$ cat src/rtl/bt656_gen_pkg.sv
// Shared types, code constants and helpers for the BT.656 test-video generator.
package bt656_gen_pkg;

    typedef enum logic [2:0] {
        ST_IDLE,
        ST_EAV,
        ST_HBLANK,
        ST_SAV,
        ST_ACTIVE
    } state_t;

    typedef enum logic [1:0] {
        PAT_COUNTERS = 2'd0,
        PAT_BARS     = 2'd1,
        PAT_RAMP     = 2'd2,
        PAT_GREY     = 2'd3
    } pattern_t;

    localparam logic [7:0] TRS_8      = 8'hFF;
    localparam logic [9:0] TRS_10     = 10'h3FF;
    localparam logic [7:0] BLANK_C_8  = 8'h80;
    localparam logic [7:0] BLANK_Y_8  = 8'h10;
    localparam logic [9:0] BLANK_C_10 = 10'h200;
    localparam logic [9:0] BLANK_Y_10 = 10'h040;
    localparam logic [7:0] MID_8      = 8'h80;
    localparam logic [9:0] MID_10     = 10'h200;
    localparam logic [7:0] CLIP_LO_8  = 8'h01;
    localparam logic [7:0] CLIP_HI_8  = 8'hFE;
    localparam logic [9:0] CLIP_LO_10 = 10'h004;
    localparam logic [9:0] CLIP_HI_10 = 10'h3FB;

    // 8-bit {Y, Cb, Cr} for bars W,Y,C,G,M,R,B,K
    function automatic logic [23:0] bar_ycc(input logic [2:0] idx);
        logic [23:0] ycc;
        case (idx)
            3'd0:    ycc = 24'hEB_80_80;
            3'd1:    ycc = 24'hD2_10_92;
            3'd2:    ycc = 24'hAA_A6_10;
            3'd3:    ycc = 24'h91_36_22;
            3'd4:    ycc = 24'h6A_CA_DE;
            3'd5:    ycc = 24'h51_5A_F0;
            3'd6:    ycc = 24'h29_F0_6E;
            default: ycc = 24'h10_80_80;
        endcase
        return ycc;
    endfunction

    function automatic logic [7:0] xy_word(input logic f, input logic v, input logic h);
        return {1'b1, f, v, h, v ^ h, f ^ h, f ^ v, f ^ v ^ h};
    endfunction

endpackage

$ cat src/rtl/bt656_pattern_src.sv
// Active-video word source: selects Cb/Y/Cr for the latched pattern, clips away
// reserved codes and registers the result (first of the two output stages).
module bt656_pattern_src
    import bt656_gen_pkg::*;
#(
    parameter int DW = 8
) (
    input  logic          clk,
    input  logic          rstn,
    input  pattern_t      pattern,
    input  logic [DW-1:0] p,
    input  logic [DW-1:0] l,
    input  logic [DW-1:0] n,
    input  logic [1:0]    phase,
    input  logic [2:0]    bar,
    output logic [DW-1:0] word
);

    localparam logic [DW-1:0] MID     = (DW == 10) ? DW'(MID_10) : DW'(MID_8);
    localparam logic [DW-1:0] CLIP_LO = (DW == 10) ? DW'(CLIP_LO_10) : DW'(CLIP_LO_8);
    localparam logic [DW-1:0] CLIP_HI = (DW == 10) ? DW'(CLIP_HI_10) : DW'(CLIP_HI_8);

    logic [23:0]   ycc;
    logic [DW-1:0] bar_y, bar_cb, bar_cr, raw, clipped;

    always_comb begin
        ycc    = bar_ycc(bar);
        bar_y  = DW'(ycc[23:16]) << (DW - 8);
        bar_cb = DW'(ycc[15:8]) << (DW - 8);
        bar_cr = DW'(ycc[7:0]) << (DW - 8);
        raw    = MID;
        case (pattern)
            PAT_COUNTERS: begin
                case (phase)
                    2'd0:    raw = DW'(8'hA5);
                    2'd1:    raw = p;
                    2'd2:    raw = l;
                    default: raw = n;
                endcase
            end
            PAT_BARS: raw = phase[0] ? bar_y : (phase[1] ? bar_cr : bar_cb);
            PAT_RAMP: raw = phase[0] ? p : MID;
            default:  raw = MID;
        endcase
        if (raw < CLIP_LO) begin
            clipped = CLIP_LO;
        end else if (raw > CLIP_HI) begin
            clipped = CLIP_HI;
        end else begin
            clipped = raw;
        end
    end

    always_ff @(posedge clk) begin
        if (!rstn) begin
            word <= '0;
        end else begin
            word <= clipped;
        end
    end

endmodule

$ cat src/rtl/bt656_video_gen.sv
// BT.656 interlaced test-video generator with frame-aligned start/stop.
// Optional DVP-style vsync/href outputs are built when BT656_GEN_DVP_EN is defined.
module bt656_video_gen
    import bt656_gen_pkg::*;
#(
    parameter int DW           = 8,
    parameter int H_ACTIVE     = 640,
    parameter int H_BLANK      = 272,
    parameter int V_LINES      = 525,
    parameter int FIELD0_START = 4,
    parameter int FIELD1_START = 266,
    parameter int ACT0_START   = 21,
    parameter int ACT0_END     = 263,
    parameter int ACT1_START   = 283,
    parameter int ACT1_END     = 525
) (
    input  logic          clk,
    input  logic          rstn,
    input  logic          en_i,
    input  logic [1:0]    pattern_i,
    output logic [DW-1:0] data_o,
    output logic          valid_o,
    output logic          f_o,
    output logic          v_o,
    output logic          h_o,
    output logic          sav_o,
    output logic          eav_o,
    output logic [15:0]   frame_cnt_o
`ifdef BT656_GEN_DVP_EN
    ,
    output logic          dvp_vsync_o,
    output logic          dvp_href_o
`endif
);

    localparam int ACT_WORDS = 2 * H_ACTIVE;
    localparam int CNT_MAX   = (ACT_WORDS > H_BLANK) ? ACT_WORDS : H_BLANK;
    localparam int CW        = $clog2(CNT_MAX) + 1;
    localparam int BAR_WORDS = H_ACTIVE / 4;
    localparam int BW        = $clog2(BAR_WORDS) + 1;

    localparam logic [CW-1:0] REF_LAST = CW'(3);
    localparam logic [CW-1:0] HB_LAST  = CW'(H_BLANK - 1);
    localparam logic [CW-1:0] ACT_LAST = CW'(ACT_WORDS - 1);
    localparam logic [BW-1:0] BAR_LAST = BW'(BAR_WORDS - 1);
    localparam logic [15:0]   L_LAST   = 16'(V_LINES);
    localparam logic [15:0]   F0S      = 16'(FIELD0_START);
    localparam logic [15:0]   F1S      = 16'(FIELD1_START);
    localparam logic [15:0]   A0S      = 16'(ACT0_START);
    localparam logic [15:0]   A0E      = 16'(ACT0_END);
    localparam logic [15:0]   A1S      = 16'(ACT1_START);
    localparam logic [15:0]   A1E      = 16'(ACT1_END);

    localparam logic [DW-1:0] TRS     = (DW == 10) ? DW'(TRS_10) : DW'(TRS_8);
    localparam logic [DW-1:0] BLANK_C = (DW == 10) ? DW'(BLANK_C_10) : DW'(BLANK_C_8);
    localparam logic [DW-1:0] BLANK_Y = (DW == 10) ? DW'(BLANK_Y_10) : DW'(BLANK_Y_8);

    state_t        state_reg, state_next;
    logic [CW-1:0] cnt_reg;
    logic [15:0]   line_reg, frame_reg;
    pattern_t      pat_reg;
    logic [BW-1:0] bar_word_reg;
    logic [2:0]    bar_idx_reg;
    logic          start, line_end, frame_end;

    always_comb begin
        state_next = state_reg;
        start      = 1'b0;
        line_end   = 1'b0;
        frame_end  = 1'b0;
        case (state_reg)
            ST_IDLE:   if (en_i) begin
                           state_next = ST_EAV;
                           start      = 1'b1;
                       end
            ST_EAV:    if (cnt_reg == REF_LAST) state_next = ST_HBLANK;
            ST_HBLANK: if (cnt_reg == HB_LAST) state_next = ST_SAV;
            ST_SAV:    if (cnt_reg == REF_LAST) state_next = ST_ACTIVE;
            ST_ACTIVE: if (cnt_reg == ACT_LAST) begin
                           line_end = 1'b1;
                           if (line_reg == L_LAST) begin
                               frame_end  = 1'b1;
                               state_next = en_i ? ST_EAV : ST_IDLE;
                           end else begin
                               state_next = ST_EAV;
                           end
                       end
            default:   state_next = ST_IDLE;
        endcase
    end

    always_ff @(posedge clk) begin
        if (!rstn) begin
            state_reg <= ST_IDLE;
        end else begin
            state_reg <= state_next;
        end
    end

    always_ff @(posedge clk) begin
        if (!rstn) begin
            cnt_reg      <= '0;
            line_reg     <= '0;
            frame_reg    <= '0;
            pat_reg      <= PAT_COUNTERS;
            bar_word_reg <= '0;
            bar_idx_reg  <= '0;
        end else begin
            if (state_next != state_reg || state_reg == ST_IDLE) begin
                cnt_reg <= '0;
            end else begin
                cnt_reg <= cnt_reg + CW'(1);
            end
            if (start) begin
                line_reg <= 16'd1;
            end else if (line_end) begin
                line_reg <= frame_end ? 16'd1 : line_reg + 16'd1;
            end
            // Pattern only changes on a frame boundary
            if (start || (frame_end && en_i)) begin
                pat_reg <= pattern_t'(pattern_i);
            end
            if (frame_end) begin
                frame_reg <= frame_reg + 16'd1;
            end
            if (state_reg != ST_ACTIVE) begin
                bar_word_reg <= '0;
                bar_idx_reg  <= '0;
            end else if (bar_word_reg == BAR_LAST) begin
                bar_word_reg <= '0;
                bar_idx_reg  <= bar_idx_reg + 3'd1;
            end else begin
                bar_word_reg <= bar_word_reg + BW'(1);
            end
        end
    end

    logic          f_line, v_line, busy, h_cur;
    logic [DW-1:0] xy_dw, word;
    logic [CW-1:0] pair;

    assign f_line = (line_reg < F0S) || (line_reg >= F1S);
    assign v_line = !(((line_reg >= A0S) && (line_reg <= A0E)) ||
                      ((line_reg >= A1S) && (line_reg <= A1E)));
    assign busy   = (state_reg != ST_IDLE);
    assign h_cur  = (state_reg == ST_EAV) || (state_reg == ST_HBLANK);
    assign xy_dw  = DW'(xy_word(f_line, v_line, state_reg == ST_EAV)) << (DW - 8);
    assign pair   = (cnt_reg >> 2) + CW'(1);

    always_comb begin
        word = '0;
        case (state_reg)
            ST_EAV, ST_SAV: begin
                if (cnt_reg == '0) begin
                    word = TRS;
                end else if (cnt_reg == REF_LAST) begin
                    word = xy_dw;
                end
            end
            ST_HBLANK, ST_ACTIVE: word = cnt_reg[0] ? BLANK_Y : BLANK_C;
            default:              word = '0;
        endcase
    end

    logic [DW-1:0] pat_word, word_s1;
    logic          valid_s1, f_s1, v_s1, h_s1, sav_s1, eav_s1, act_s1;

    bt656_pattern_src #(.DW(DW)) u_pattern_src (
        .clk     (clk),
        .rstn    (rstn),
        .pattern (pat_reg),
        .p       (DW'(pair)),
        .l       (DW'(line_reg)),
        .n       (DW'(frame_reg)),
        .phase   (cnt_reg[1:0]),
        .bar     (bar_idx_reg),
        .word    (pat_word)
    );

    // Stage 1 aligns with the registered pattern word; stage 2 drives the ports
    always_ff @(posedge clk) begin
        if (!rstn) begin
            word_s1  <= '0;
            valid_s1 <= 1'b0;
            f_s1     <= 1'b0;
            v_s1     <= 1'b0;
            h_s1     <= 1'b0;
            sav_s1   <= 1'b0;
            eav_s1   <= 1'b0;
            act_s1   <= 1'b0;
            data_o      <= '0;
            valid_o     <= 1'b0;
            f_o         <= 1'b0;
            v_o         <= 1'b0;
            h_o         <= 1'b0;
            sav_o       <= 1'b0;
            eav_o       <= 1'b0;
            frame_cnt_o <= '0;
        end else begin
            word_s1  <= word;
            valid_s1 <= busy;
            f_s1     <= busy && f_line;
            v_s1     <= busy && v_line;
            h_s1     <= h_cur;
            sav_s1   <= (state_reg == ST_SAV) && (cnt_reg == REF_LAST);
            eav_s1   <= (state_reg == ST_EAV) && (cnt_reg == REF_LAST);
            act_s1   <= (state_reg == ST_ACTIVE) && !v_line;
            data_o      <= act_s1 ? pat_word : word_s1;
            valid_o     <= valid_s1;
            f_o         <= f_s1;
            v_o         <= v_s1;
            h_o         <= h_s1;
            sav_o       <= sav_s1;
            eav_o       <= eav_s1;
            frame_cnt_o <= frame_reg;
        end
    end

`ifdef BT656_GEN_DVP_EN
    logic vsync_s1, href_s1;

    always_ff @(posedge clk) begin
        if (!rstn) begin
            vsync_s1    <= 1'b0;
            href_s1     <= 1'b0;
            dvp_vsync_o <= 1'b0;
            dvp_href_o  <= 1'b0;
        end else begin
            vsync_s1    <= (state_reg == ST_EAV) && (line_reg == 16'd1);
            href_s1     <= (state_reg == ST_ACTIVE) && !v_line;
            dvp_vsync_o <= vsync_s1;
            dvp_href_o  <= href_s1;
        end
    end
`endif

endmodule

$ cat config.mk
export PLATFORM = sky130hd
export DESIGN_NAME = bt656_video_gen
export DESIGN_NICKNAME = d
export VERILOG_FILES = /design/src/rtl/bt656_gen_pkg.sv /design/src/rtl/bt656_pattern_src.sv /design/src/rtl/bt656_video_gen.sv
export SDC_FILE = /design/constraint.sdc
export NUM_CORES = 1
export LEC_CHECK = 0
export BUFFER_PORTS_ARGS = -buffer_cell sky130_fd_sc_hd__buf_2
export CAP_MARGIN = 0
export CORE_AREA = 2 2 108 99
export DETAILED_ROUTE_END_ITERATION = 10
export DIE_AREA = 0 0 110 101
export PLACE_DENSITY = 0.72
export SETUP_SLACK_MARGIN = 0.15
export SLEW_MARGIN = 20
export SYNTH_ARGS = -nofsm -noshare
export SYNTH_HDL_FRONTEND = slang
export SYNTH_SLANG_ARGS = --single-unit
$ cat constraint.sdc
create_clock -name clk -period 6.7 [get_ports clk]
set_input_delay 0.335 -clock clk [delete_from_list [all_inputs] [get_ports clk]]
set_output_delay 0.335 -clock clk [all_outputs]
set_load 0.01 [all_outputs]
-- After elaboration in Yosys (flattened, before gate mapping)
Cells that the tools add are included.
- $add $sub $neg: 6
- magnitude comparators: 8
- equal/unequal tests: 21
- mux-type cells: 31
- bitwise gates (word level): 5
- reduce and logical (&&, ||, !) cells: 28
- operators with widths (operator ; count):
    24-bit case mux with 7 select lines ; 1
    8-bit 2-to-1 mux ; 8
    8-bit case mux with 3 select lines ; 2
    16-bit by 1-bit adder with 16-bit output, second input constant ; 2
    16-bit by 9-bit >= comparator with 1-bit output, second input constant ; 2
    16-bit by 10-bit == test with 1-bit output, second input constant ; 1
    16-bit by 5-bit >= comparator with 1-bit output, second input constant ; 1
    16-bit by 10-bit <= comparator with 1-bit output, second input constant ; 1
    16-bit by 9-bit <= comparator with 1-bit output, second input constant ; 1
    16-bit by 3-bit less-than comparator with 1-bit output, second input constant ; 1
    16-bit 2-to-1 mux ; 1
    8-bit case mux with 2 select lines ; 1
    3-bit 2-to-1 mux ; 5
    3-bit case mux with 5 select lines ; 1
    12-bit by 1-bit adder with 12-bit output, second input constant ; 1
    12-bit by 11-bit == test with 1-bit output, second input constant ; 1
    12-bit by 2-bit == test with 1-bit output, second input constant ; 1
    12-bit by 9-bit == test with 1-bit output, second input constant ; 1
    3-bit by 2-bit == test with 1-bit output, second input constant ; 4
    3-bit == test, second input constant ; 4
    12-bit zero test ; 1
    1-bit 2-to-1 mux ; 12
    2-bit OR reduction ; 6
    9-bit by 1-bit adder with 9-bit output, second input constant ; 1
    20 further kinds ; 39
- register bits: 114
- input bits: 5
- logic and storage cells: 125

-- Depth between registers and ports, before layout
- word-level depth: 9
- depth in mapped cells: 11

-- Cells and area by module
A second synthesis with hierarchy kept.
- cell total of the unflattened synthesis: 606
- area, all modules: 5412.7 µm²
- by module, submodules not included (module ; times used ; cells each ; area an instance (µm²) ; seq. area each (µm²)):
    bt656_video_gen ; 1 ; 494 ; 4524.3 ; 2122.0
    bt656_pattern_src ; 1 ; 112 ; 888.4 ; 160.2

-- Worst setup path after synthesis
Ideal clock, no wire load.
- path type: register to register
- start: register cnt_reg[0]
- end: register frame_reg[12]
- setup time: 70 ps
- data arrival time: 2867 ps
- required time: 6630 ps
- slack: 3763 ps
- cell stages (with the launch flop): 10
- buffers on the path: 1
- period minus slack after synthesis: 2937 ps
- cells stage by stage: dfxtp_1 > ha_1 > clkbuf_1 > nand4_1 > or4b_4 > nor4_4 > and4_1 > nand3_1 > or3_1 > a21boi_1
- longest elaborated chain between the ends: 3
- RTL lines (item ; line ; text):
    start: declaration ; bt656_video_gen.sv:59 ; logic [CW-1:0] cnt_reg;
    start signal: assignment ; bt656_video_gen.sv:112 ; cnt_reg <= cnt_reg + CW'(1);
    12-bit by 11-bit == test with 1-bit output ; bt656_video_gen.sv:79 ; ST_ACTIVE: if (cnt_reg == ACT_LAST) begin
    1-bit 2-to-1 mux ; bt656_video_gen.sv:79 ;
    1-bit 2-to-1 mux ; bt656_video_gen.sv:71 ; case (state_reg)
    end signal: assignment ; bt656_video_gen.sv:124 ; frame_reg <= frame_reg + 16'd1;
    end: declaration ; bt656_video_gen.sv:60 ; logic [15:0] line_reg, frame_reg;
No other way between the ends.
A chain may end at the register's enable or synchronous reset.

-- Final worst setup path
- start: register cnt_reg[0]
- end: register frame_reg[11]
Same word-level chain as after synthesis.

==> qor.csv <==
metric,value,unit
worst_slew_pin_slew,0.918,ns
wl_per_cell,14.9,um
final_area,6180,um^2
swShare,22.3,%
synth.yosys.seq_area_share,42.3,%
r2r-start,cnt_reg[0],
p_comb_share,3.6,%
setup_violations,0,
clk_latency,0.51,ns
powerDensity,258,nW/um^2
regToRegSetupSlack,2.88,ns
min_path_cells,3,
finalNonFillerCells,784,
dp.cells,752,
fin_ws,2.88,ns
fp.dieW,110,um
rsz0062_at_grt,false,
antenna_cells,0,
vias,4358,
postCtsHoldBufs,0,
cp-end-kind,register,
yosysUniqueCellTypes,59,
drtIter0Drc,433,
clkTransAtPathRegs,0.06,ns
drive_above_1_share,10.7,%
holdCritStartpoint,pattern_i[0],
utilization,61.6,%
fp.dieH,101,um
place.gp.congestion,0.898,
drc,0,
ys_warn_count,0,
dp_slack,2.99,ns
antenna_found_initial,0,
setup_tns,0,ns
grt_pass1_wl,19.3,mm
port_buffers,34,
cts_inserted_buffers,17,
switching_power,0.000355,W
slew_headroom,38.8,%
cap_violations,0,
worstReg2RegEnd,frame_reg[11],
grt_pass1_vias,3980,
async_flop_share,0,%
hold_path.class,in -> reg,
ios,35,
dp_hpwl,8.15,mm
ctsResizeCount,0,
fmax,0.262,GHz
num_rows,35,
worst-path-max-fanout,19,
power.clock.fraction,52.5,%
vias_per_cell,5.56,
fin_worst_skew,0.00702,ns
vdd_drop_max,199,uV
ys_top_cells_by_count,"dfxtp_1, nor2_1, nand2_1",
synthesis.nets,646,
clock-sinks,114,
grt_overflow_total,0,
synthFlopType,dfxtp_1,
ys_seq_elements,114,
min_period,3.82,ns
yosysTopAreaCell,dfxtp_1,
cts_tree,done,
placed_cell_area,5610,um^2
syn-instance-count,620,
leakage,2.38,nW
final_nets,668,
cts_max_level,4,
yosys-top-cells-area,"dfxtp_1, xnor2_1, nor2_1, ha_1, and2_1",
whs_endpoint,pat_reg[0],
root_buffer,clkbuf_8,
reg2reg_depth,7,
dr.pass1.iters,5,
arrival,4.25,ns
drtAntennaViolNets,0,
routed_wl,11.7,mm
netlist_area,5400,um^2
drv_slew,0,
synth_edf_count,0,
core-area,10000,um^2
hold_viol,0,
sequentialPowerShare,43.9,%
syn_avg_cell_area,8.71,um^2
grt_max_degree,71,
outcome,finished clean,
grt.total_usage,22.5,%
path_class,reg -> reg,
synth_top_area_share,42.3,%
die-area,11100,um^2
synth.most_common_cell,dfxtp_1,
start_util,53.8,%
p_int,0.00124,W
syn_to_final_growth,14.4,%
startpoint_type,register,
fillers,838,
final.period_utilization,57.0,%
crit_required,7.13,ns
cts_max_path_buffers,2,
post_cts_buffers,0,
## cell families after synthesis
| logic type | synth area share (%) |
|---|---|
| simple gates | 25.7 |
| flops | 42.3 |
| compound gates | 12.5 |
| buf+inv | 3.69 |
| xor+xnor | 8.28 |
| fa+ha+maj | 5.01 |
| mux | 2.60 |
## final cells by class
| type | instances | area [um^2] | area share, % |
|---|---|---|---|
| Sequential cell | 114 | 2280 | 36.9 |
| Tap cell | 129 | 161 | 2.61 |
| Clock buffer | 22 | 463 | 7.49 |
| Inverter | 20 | 75.1 | 1.22 |
| Timing Repair Buffer | 35 | 178 | 2.88 |
| Multi-Input combinational cell | 454 | 2920 | 47.2 |
| Clock inverter | 10 | 101 | 1.64 |
## through the flow
stage / hold slack [ns] / power (W)
2_1_floorplan: 0.412 / 0.000754
3_3_place_gp: 0.418 / 0.000769
3_5_place_dp: 0.421 / 0.000769
4_1_cts: 0.0714 / 0.00160
5_1_grt: 0.0796 / 0.00164
6_report: 0.0853 / 0.00159
## layer usage
layer  routed length [um]  track usage, %
met1                 5510            30.8
met2                 5220            33.9
met3                  690            5.69
met4                  251            8.86
met5                    0               0
## worst max-delay path: stages (launching register included)
cell      delay, ns
dfxtp_1        0.65
ha_1           0.67
nand4_1        0.30
or4b_4         0.56
nor4_4         0.57
nand4_1        0.40
or3_1          0.41
a21boi_0       0.18
## cell usage in the layout (no fill, tap or decap), types with 5 or more instances in the layout
master | synthesis | routed
mux2i_1 | 14 | 14
a21boi_0 | 5 | 5
or3_1 | 9 | 9
buf_2 | 0 | 34
xnor2_1 | 31 | 31
and3_1 | 13 | 13
nor2_1 | 72 | 72
clkbuf_16 | 0 | 16
nor2b_1 | 24 | 24
a31oi_1 | 7 | 7
nor3_1 | 10 | 10
xor2_1 | 20 | 20
inv_1 | 20 | 20
nand4_1 | 11 | 11
o21ai_0 | 25 | 25
nand3_1 | 22 | 22
nand2_1 | 40 | 40
and2_1 | 35 | 35
ha_1 | 20 | 20
dfxtp_1 | 114 | 114
a21oi_1 | 25 | 25
nand2b_1 | 9 | 9
## worst max path at each step
| stage | start | end | depth (start not counted) |
|---|---|---|---|
| floorplan | cnt_reg[0] | frame_reg[12] | 9 |
| detailed placement | cnt_reg[0] | frame_reg[14] | 8 |
| finish | cnt_reg[0] | frame_reg[11] | 7 |
| CTS | cnt_reg[0] | frame_reg[10] | 8 |
| global route | cnt_reg[0] | frame_reg[11] | 7 |
| global placement | cnt_reg[0] | frame_reg[15] | 8 |
## power groups by stage
stage | Sequential, W | Combinational (W) | Clock [W]
detailed placement | 0.000713 | 0.0000563 | 0
global placement | 0.000713 | 0.0000559 | 0
CTS | 0.000699 | 0.0000570 | 0.000849
floorplan | 0.000710 | 0.0000442 | 0
finish | 0.000699 | 0.0000573 | 0.000836
global route | 0.000700 | 0.0000642 | 0.000880
(Power assumes the default switching activity.)
